===== src/rtl/clk_div_monitor.sv =====
// Samples a divided clock in the clk_in domain: edge strobes, period/high-time measurement, ratio lock
// and a lock-qualified reset. Define SYNC2_EN to add a two-flop synchronizer ahead of the sample pair.
module clk_div_monitor #(
  parameter int DIV      = 13,
  parameter int TOL      = 0,
  parameter int LOCK_CNT = 4,
  parameter int W        = $clog2(2*DIV+1)
) (
  input  logic         clk_in,
  input  logic         rst,
  input  logic         div_clk_in,
  output logic         rise_stb,
  output logic         fall_stb,
  output logic [W-1:0] period,
  output logic [W-1:0] high_time,
  output logic         period_vld,
  output logic         lock,
  output logic         err,
  output logic         rst_out
);

  localparam logic [W-1:0] CNT_MAX = W'(2*DIV);
  localparam logic [W-1:0] DIV_W   = W'(DIV);
  localparam logic [W-1:0] ONE     = W'(1);
  localparam logic [3:0]   LOCK_W  = 4'(LOCK_CNT);

  typedef enum logic [1:0] {SEARCH, TRACK, LOCKED} state_t;

  state_t       state;
  logic         d_in, s0, s1;
  logic         rise_det, fall_det, match;
  logic [W-1:0] cnt, dev;
  logic [3:0]   match_cnt;
  logic [2:0]   rel_cnt;

`ifdef SYNC2_EN
  logic [1:0] sync;
  always_ff @(posedge clk_in) begin
    if (rst) sync <= '0;
    else     sync <= {sync[0], div_clk_in};
  end
  assign d_in = sync[1];
`else
  assign d_in = div_clk_in;
`endif

  assign rise_det = s0 & ~s1;
  assign fall_det = ~s0 & s1;

  // cnt is the candidate period on a rise; distance to DIV without wrap
  assign dev   = (cnt >= DIV_W) ? cnt - DIV_W : DIV_W - cnt;
  assign match = int'(dev) <= TOL;

  always_ff @(posedge clk_in) begin
    if (rst) begin
      s0         <= 1'b0;
      s1         <= 1'b0;
      cnt        <= '0;
      state      <= SEARCH;
      match_cnt  <= '0;
      rel_cnt    <= '0;
      rise_stb   <= 1'b0;
      fall_stb   <= 1'b0;
      period     <= '0;
      high_time  <= '0;
      period_vld <= 1'b0;
      lock       <= 1'b0;
      err        <= 1'b0;
      rst_out    <= 1'b1;
    end else begin
      s0         <= d_in;
      s1         <= s0;
      rise_stb   <= rise_det;
      fall_stb   <= fall_det;
      period_vld <= 1'b0;
      err        <= 1'b0;
      if (cnt != CNT_MAX) cnt <= cnt + ONE;
      if (fall_det) high_time <= cnt;

      if (rise_det) begin
        cnt <= ONE;
        if (state != SEARCH) begin
          period     <= cnt;
          period_vld <= 1'b1;
        end
        case (state)
          SEARCH: begin
            // first edge only opens the measurement window
            state     <= TRACK;
            match_cnt <= '0;
          end
          TRACK: begin
            if (match) begin
              match_cnt <= match_cnt + 4'd1;
              if (match_cnt + 4'd1 == LOCK_W) begin
                state   <= LOCKED;
                lock    <= 1'b1;
                rel_cnt <= '0;
              end
            end else begin
              match_cnt <= '0;
              err       <= 1'b1;
            end
          end
          LOCKED: begin
            if (match) begin
              if (rel_cnt != 3'd7) rel_cnt <= rel_cnt + 3'd1;
              if (rel_cnt == 3'd6) rst_out <= 1'b0;
            end else begin
              state     <= TRACK;
              match_cnt <= '0;
              lock      <= 1'b0;
              rst_out   <= 1'b1;
              rel_cnt   <= '0;
              err       <= 1'b1;
            end
          end
          default: state <= SEARCH;
        endcase
      end else if (cnt == CNT_MAX && state != SEARCH) begin
        // no rise within two nominal periods: input lost
        state     <= SEARCH;
        match_cnt <= '0;
        lock      <= 1'b0;
        rst_out   <= 1'b1;
        rel_cnt   <= '0;
        err       <= 1'b1;
      end
    end
  end

endmodule


===== config.mk =====
export PLATFORM = sky130hd
export DESIGN_NAME = clk_div_monitor
export DESIGN_NICKNAME = d
export VERILOG_FILES = /design/src/rtl/clk_div_monitor.sv
export SDC_FILE = /design/constraint.sdc
export NUM_CORES = 1
export LEC_CHECK = 0
export BUFFER_PORTS_ARGS = -buffer_cell sky130_fd_sc_hd__buf_4
export CAP_MARGIN = 25
export CORE_MARGIN = 4
export CORE_UTILIZATION = 59
export CTS_CLUSTER_SIZE = 14
export DETAILED_ROUTE_END_ITERATION = 12
export HOLD_SLACK_MARGIN = 0.12
export PLACE_DENSITY_LB_ADDON = 0.25
export SLEW_MARGIN = 0
export SYNTH_ARGS = -nofsm -noshare
export SYNTH_HDL_FRONTEND = slang
export SYNTH_SLANG_ARGS = --single-unit
export TNS_END_PERCENT = 50

===== constraint.sdc =====
create_clock -name clk_in -period 4.95 [get_ports clk_in]
set_input_delay 0.2475 -clock clk_in [delete_from_list [all_inputs] [get_ports clk_in]]
set_output_delay 0.2475 -clock clk_in [all_outputs]
set_load 0.05 [all_outputs]

# After elaboration in Yosys (flattened, before gate mapping)
# Index checks and enable logic that the tools add are counted.
dict set report totals {
  reg_bits 32
  latchBits 0
  mem_bits_rw 0
  romBits 0
  in_bits 3
  output_inout_bits 16
  word_cells 93
  n_memories 0
}
dict set report classes {
  add_sub_neg 5
  n_mul 0
  n_div 0
  magnitude_cmp 2
  n_eq_ne 15
  shifts 0
  n_mux 37
  bitwise_logic 5
  reduce_logical 14
}
# operator n
set ops {}
lappend ops {{3-bit 2-to-1 mux} 6}
lappend ops {{1-bit 2-to-1 mux} 17}
lappend ops {{4-bit 2-to-1 mux} 4}
lappend ops {{3-bit != test, second input constant} 4}
lappend ops {{4-bit case mux with 3 select lines} 1}
lappend ops {{2-bit 2-to-1 mux} 5}
lappend ops {{5-bit AND reduction} 2}
lappend ops {{2-bit case mux with 3 select lines} 1}
lappend ops {{3-bit case mux with 2 select lines} 1}
lappend ops {{3-bit AND reduction} 2}
lappend ops {{2-bit nonzero test} 3}
lappend ops {{2-bit OR reduction} 3}
lappend ops {{5-bit by 1-bit adder with 5-bit output, second input constant} 1}
lappend ops {{5-bit == test, second input constant} 1}
lappend ops {{5-bit by 4-bit greater-or-equal comparator with 1-bit output, second input constant} 1}
lappend ops {{5-bit by 1-bit less-or-equal comparator with 1-bit output, second input constant} 1}
lappend ops {{5-bit 2-to-1 mux} 1}
lappend ops {{5-bit != test, second input constant} 1}
lappend ops {{4-bit by 5-bit subtractor with 5-bit output, first input constant} 1}
lappend ops {{5-bit by 4-bit subtractor with 5-bit output, second input constant} 1}
lappend ops {{4-bit by 1-bit adder with 4-bit output, second input constant} 1}
lappend ops {{4-bit by 3-bit == test with 1-bit output, second input constant} 1}
lappend ops {{4-bit by 1-bit != test with 1-bit output, second input constant} 1}
lappend ops {{4-bit != test, second input constant} 1}
lappend ops {{other kinds (14)} 17}

# Depth between registers and ports, before layout
dict set report logic_depth {
  ltp_word 6
  mapped_depth 8
  depth_no_buf 8
}

# Worst setup path before layout
# Ideal clock, no wire load.
dict set report synth_timing {
  kind {reg-to-reg}
  startpoint {register cnt[0]}
  endpoint {register rel_cnt[1]}
  setup_ns 0.130
  arrival_ns 2.067
  required_ns 4.820
  path_slack_ns 2.753
  stages_incl_launch_ff 9
  n_path_buf 0
  period_less_slack_ns 2.197
  cell_sequence {dfxtp_1 inv_1 ha_1 nand3b_2 nor4b_4 nor3_4 o311a_4 a211oi_2 o32ai_1}
}
dict set report synth_via {
  elab_chain_cells 6
  word_cells_on_any_way 14
  classes_between {add/sub: 2; order compare: 2; eq/ne: 3; mux: 4; reduce/logical: 3}
}
# element line
set synth_rtl {}
lappend synth_rtl {{start: declaration} 32} ;# logic [W-1:0] cnt, dev;
lappend synth_rtl {{start signal: assignment} 77} ;# if (cnt != CNT_MAX) cnt <= cnt + ONE;
lappend synth_rtl {{4-bit by 5-bit subtractor with 5-bit output (tied with other cells)} 51} ;# assign dev = (cnt >= DIV_W) ? cnt - DIV_W : DIV_W - cnt;
lappend synth_rtl {{5-bit 2-to-1 mux} 51}
lappend synth_rtl {{5-bit by 1-bit less-or-equal comparator with 1-bit output} 52} ;# assign match = int'(dev) <= TOL;
lappend synth_rtl {{3-bit 2-to-1 mux} 106} ;# if (match) begin
lappend synth_rtl {{3-bit case mux with 2 select lines} 86} ;# case (state)
lappend synth_rtl {{3-bit 2-to-1 mux} 80} ;# if (rise_det) begin
lappend synth_rtl {{end signal: assignment} 107} ;# if (rel_cnt != 3'd7) rel_cnt <= rel_cnt + 3'd1;
lappend synth_rtl {{end: declaration} 34} ;# logic [2:0] rel_cnt;
# Several ways; a longest one is shown, not always the timed one.
# A chain may end at the register's enable or synchronous reset.

# Worst setup path in the final report
dict set report layout_timing {
  startpoint {register cnt[0]}
  endpoint {register match_cnt[2]}
}
dict set report layout_via {
  elab_chain_cells 6
  word_cells_on_any_way 13
  classes_between {add/sub: 2; order compare: 2; eq/ne: 2; mux: 4; reduce/logical: 3}
}
# element line
set layout_rtl {}
lappend layout_rtl {{4-bit by 5-bit subtractor with 5-bit output (tied with other cells)} 51}
lappend layout_rtl {{5-bit 2-to-1 mux} 51}
lappend layout_rtl {{5-bit by 1-bit less-or-equal comparator with 1-bit output} 52}
lappend layout_rtl {{4-bit 2-to-1 mux} 93} ;# if (match) begin
lappend layout_rtl {{4-bit case mux with 3 select lines} 86}
lappend layout_rtl {{4-bit 2-to-1 mux} 80}
lappend layout_rtl {{end signal: assignment} 94} ;# match_cnt <= match_cnt + 4'd1;
lappend layout_rtl {{end: declaration} 33} ;# logic [3:0] match_cnt;
# Several ways; a longest one is shown, not always the timed one.

==> out/qor.csv <==
stage,metric,value,unit
routing,routed_via_density,6.08,
cts,cts_max_level,2,
yosys,syn_nets,223,
yosys,synth-seq-cells,32,
cts,numCtsBuffers,5,
sta,slew-limit-headroom,39.9,%
finish,antenna_cells,0,
yosys,ys_seq_area_share,35.3,%
floorplanning,die_y,63.5,um
floorplanning,die_area,4030,sq um
cts,postCtsHoldBufs,1,
yosys,async_reset_ff_share,0,%
global_route,antenna_found_initial,0,
cts,clk_path_buf_depth,2,
yosys,synthTopCellsByArea,"dfxtp_1 35%, ha_1 11%, a21oi_1 4.7%",
placed_design,portBuffers,18,
pwr,p_leak,0.809,nW
sta,worst_slack,2.55,ns
routing,route.detailed.drc,0,
sta,setup-violations-final,0,
placed_design,place_hpwl,2750,um
global_route,grt_pass1_wl,6620,um
yosys,synthCells,204,
routing,ant_nets,0,
cts,cts_tree,yes,
routing,vias,1527,
yosys,ys_warn_count,0,
critical_path,cp_max_fo,8,
routing,wl,3780,um
routing,wl_per_cell,15.0,um
floorplanning,boundaryPins,19,
sta,rsz0062_at_grt,no,
sta,max_freq,416,MHz
critical_path,arrival,2.65,ns
yosys,netlist_area,1820,sq um
placed_design,dp_slack,2.55,ns
finish,fillers,244,
sta,hold_viol,0,
cts,clockRootBuffer,clkbuf_4,
critical_path,cp.required,5.20,ns
yosys,ys.flop_type,dfxtp_1,
min_path,min_path_type,in -> reg,
global_route,grt_max_degree,38,
floorplanning,start_util,63.7,%
finish,layout.nets,238,
cts,insertion_delay,0.34,ns
cts,cts_resized,0,
yosys,avgSynthCellArea,8.91,sq um
pwr,irDropWorstVdd,0.180,mV
floorplanning,core_area,2850,sq um
routing,drtIter0Drc,87,
global_route,gr-usage-all-layers,20.5,%
run_status,status,finished clean,
sta,tightest_slew,0.899,ns
cts,clkTransAtPathRegs,0.10,ns
yosys,yosys.cell_count.top_type,dfxtp_1,
sta,period_share,48.5,%
routing,firstDrtPassIters,4,
sta,maxSlewViolCount,0,
global_route,grt_pass1_vias,1456,
floorplanning,rows,19,
pwr,cellPowerDensity,241,nW/um^2
yosys,synth_area_leader_cell,dfxtp_1,
yosys,synth_edf_count,0,
critical_path,crit_type,reg -> reg,
finish,drive_gt1_share,17.3,%
global_route,overflow,0,
yosys,yosys.area.top_type_share,35.3,%
sta,skew,0.0117,ns
sta,finalCriticalPeriod,2.40,ns
flow_run,drv_cap,0,
critical_path,critPathCaptureType,flip-flop,
finish,area_growth,10.2,%
floorplanning,die_w,63.5,um
cts,post_cts_buffers,0,
cts,clock_sinks,32,
placed_design,gp_congestion,0.846,
yosys,ys_top_cells_by_count,"32 x dfxtp_1, 18 x nor2_1, 17 x a21oi_1",
sta,tns,0,ns
critical_path,startpoint_type,flip-flop,
yosys,synthDistinctLibCells,48,
[cell families (layout without fill, tap and decap cells)]
kind of cell,Yosys count,in the layout,share of synthesized area [%]
compound gates,52,52,19.7
xor+xnor,6,6,2.89
fa+ha+maj,16,16,11.0
buf+inv,22,38,5.58
flops,32,32,35.3
mux,4,4,2.48
simple gates,72,72,23.1
[placed cells by master (no fill, tap or decap), types with 2 or more instances in the layout]
master | netlist | layout
dfxtp_1 | 32 | 32
nor2_1 | 18 | 18
buf_4 | 0 | 18
a21oi_1 | 17 | 17
nand2_1 | 16 | 16
ha_1 | 16 | 16
o21ai_0 | 11 | 11
inv_1 | 10 | 10
nor3_1 | 8 | 8
nand2b_1 | 8 | 8
nor2b_1 | 6 | 6
o32ai_1 | 5 | 5
clkbuf_4 | 0 | 5
nand3_1 | 4 | 4
xnor2_1 | 4 | 4
mux2i_1 | 3 | 3
xor2_1 | 2 | 2
nor3_4 | 2 | 2
o41ai_1 | 2 | 2
a211oi_1 | 2 | 2
a22oi_1 | 2 | 2
clkbuf_1 | 7 | 2
[registers in the layout, summed over array words and instances, names as in the netlist]
| name | cells |
|---|---|
| lock | 1 |
| state | 2 |
| rel_cnt | 3 |
| cnt | 5 |
| match_cnt | 4 |
| rst_out | 1 |
| err | 1 |
| s1 | 1 |
| high_time | 5 |
| rise_stb | 1 |
| period | 5 |
| fall_stb | 1 |
| period_vld | 1 |
| s0 | 1 |
[worst paths after layout]
check / slack [ns] / startpoint / cells past startpoint / to
max reg2reg: 2.55 / cnt[0] / 8 / match_cnt[2]
max: 2.55 / cnt[0] / 8 / match_cnt[2]
min reg2reg: 0.48 / period[2] / 2 / period[2]
min: 0.29 / rst / 2 / high_time[3]
[layer usage]
layer / routed length [um] / up-vias / part of all wire (%) / global-route usage [%]
li1: - / 749 / - / -
met1: 1630 / 738 / 43 / 24.0
met2: 1930 / 32 / 51 / 35.9
met3: 144 / 8 / 3.8 / 4.62
met4: 67 / 0 / 1.8 / 8.36
met5: 0 / - / 0 / 0
[cell type report]
| type | instances | area, sq um | share of cell area (%) |
|---|---|---|---|
| Inverter | 11 | 43.8 | 2.19 |
| Multi-Input combinational cell | 150 | 1070 | 53.7 |
| Sequential cell | 32 | 641 | 32.0 |
| Clock buffer | 8 | 58.8 | 2.94 |
| Tap cell | 31 | 38.8 | 1.94 |
| Timing Repair Buffer | 19 | 145 | 7.25 |
[power breakdown]
part	switching [W]	leakage (nW)	total (W)	internal [W]
logic	0.0000326	0.517	0.0000526	0.0000199
clock network	0.0000932	0.0326	0.000163	0.0000701
registers	0.00000527	0.259	0.000266	0.000261
total	0.000131	0.809	0.000482	0.000351
[worst max-delay path, cell delays in order, from the launching register on]
cell	delay [ns]
dfxtp_1	0.48
inv_1	0.13
ha_1	0.23
nand3b_2	0.26
nor4b_4	0.30
nor3_4	0.11
nor3_4	0.33
nand2_1	0.17
o32ai_1	0.31
[through the flow]
| step | utilization, % | hold slack [ns] | total power (W) | instances | cell area (sq um) |
|---|---|---|---|---|---|
| 2_1_floorplan | - | 0.376 | 0.000315 | 204 | 1820 |
| 3_3_place_gp | 67.8 | 0.447 | 0.000322 | 242 | 1930 |
| 3_5_place_dp | 67.8 | 0.469 | 0.000324 | 242 | 1930 |
| 4_1_cts | 70.2 | 0.284 | 0.000481 | 251 | 2000 |
| 5_1_grt | 70.2 | 0.318 | 0.000499 | 251 | 2000 |
| 6_report | 70.2 | 0.290 | 0.000482 | 251 | 2000 |
(Power assumes the default switching activity.)
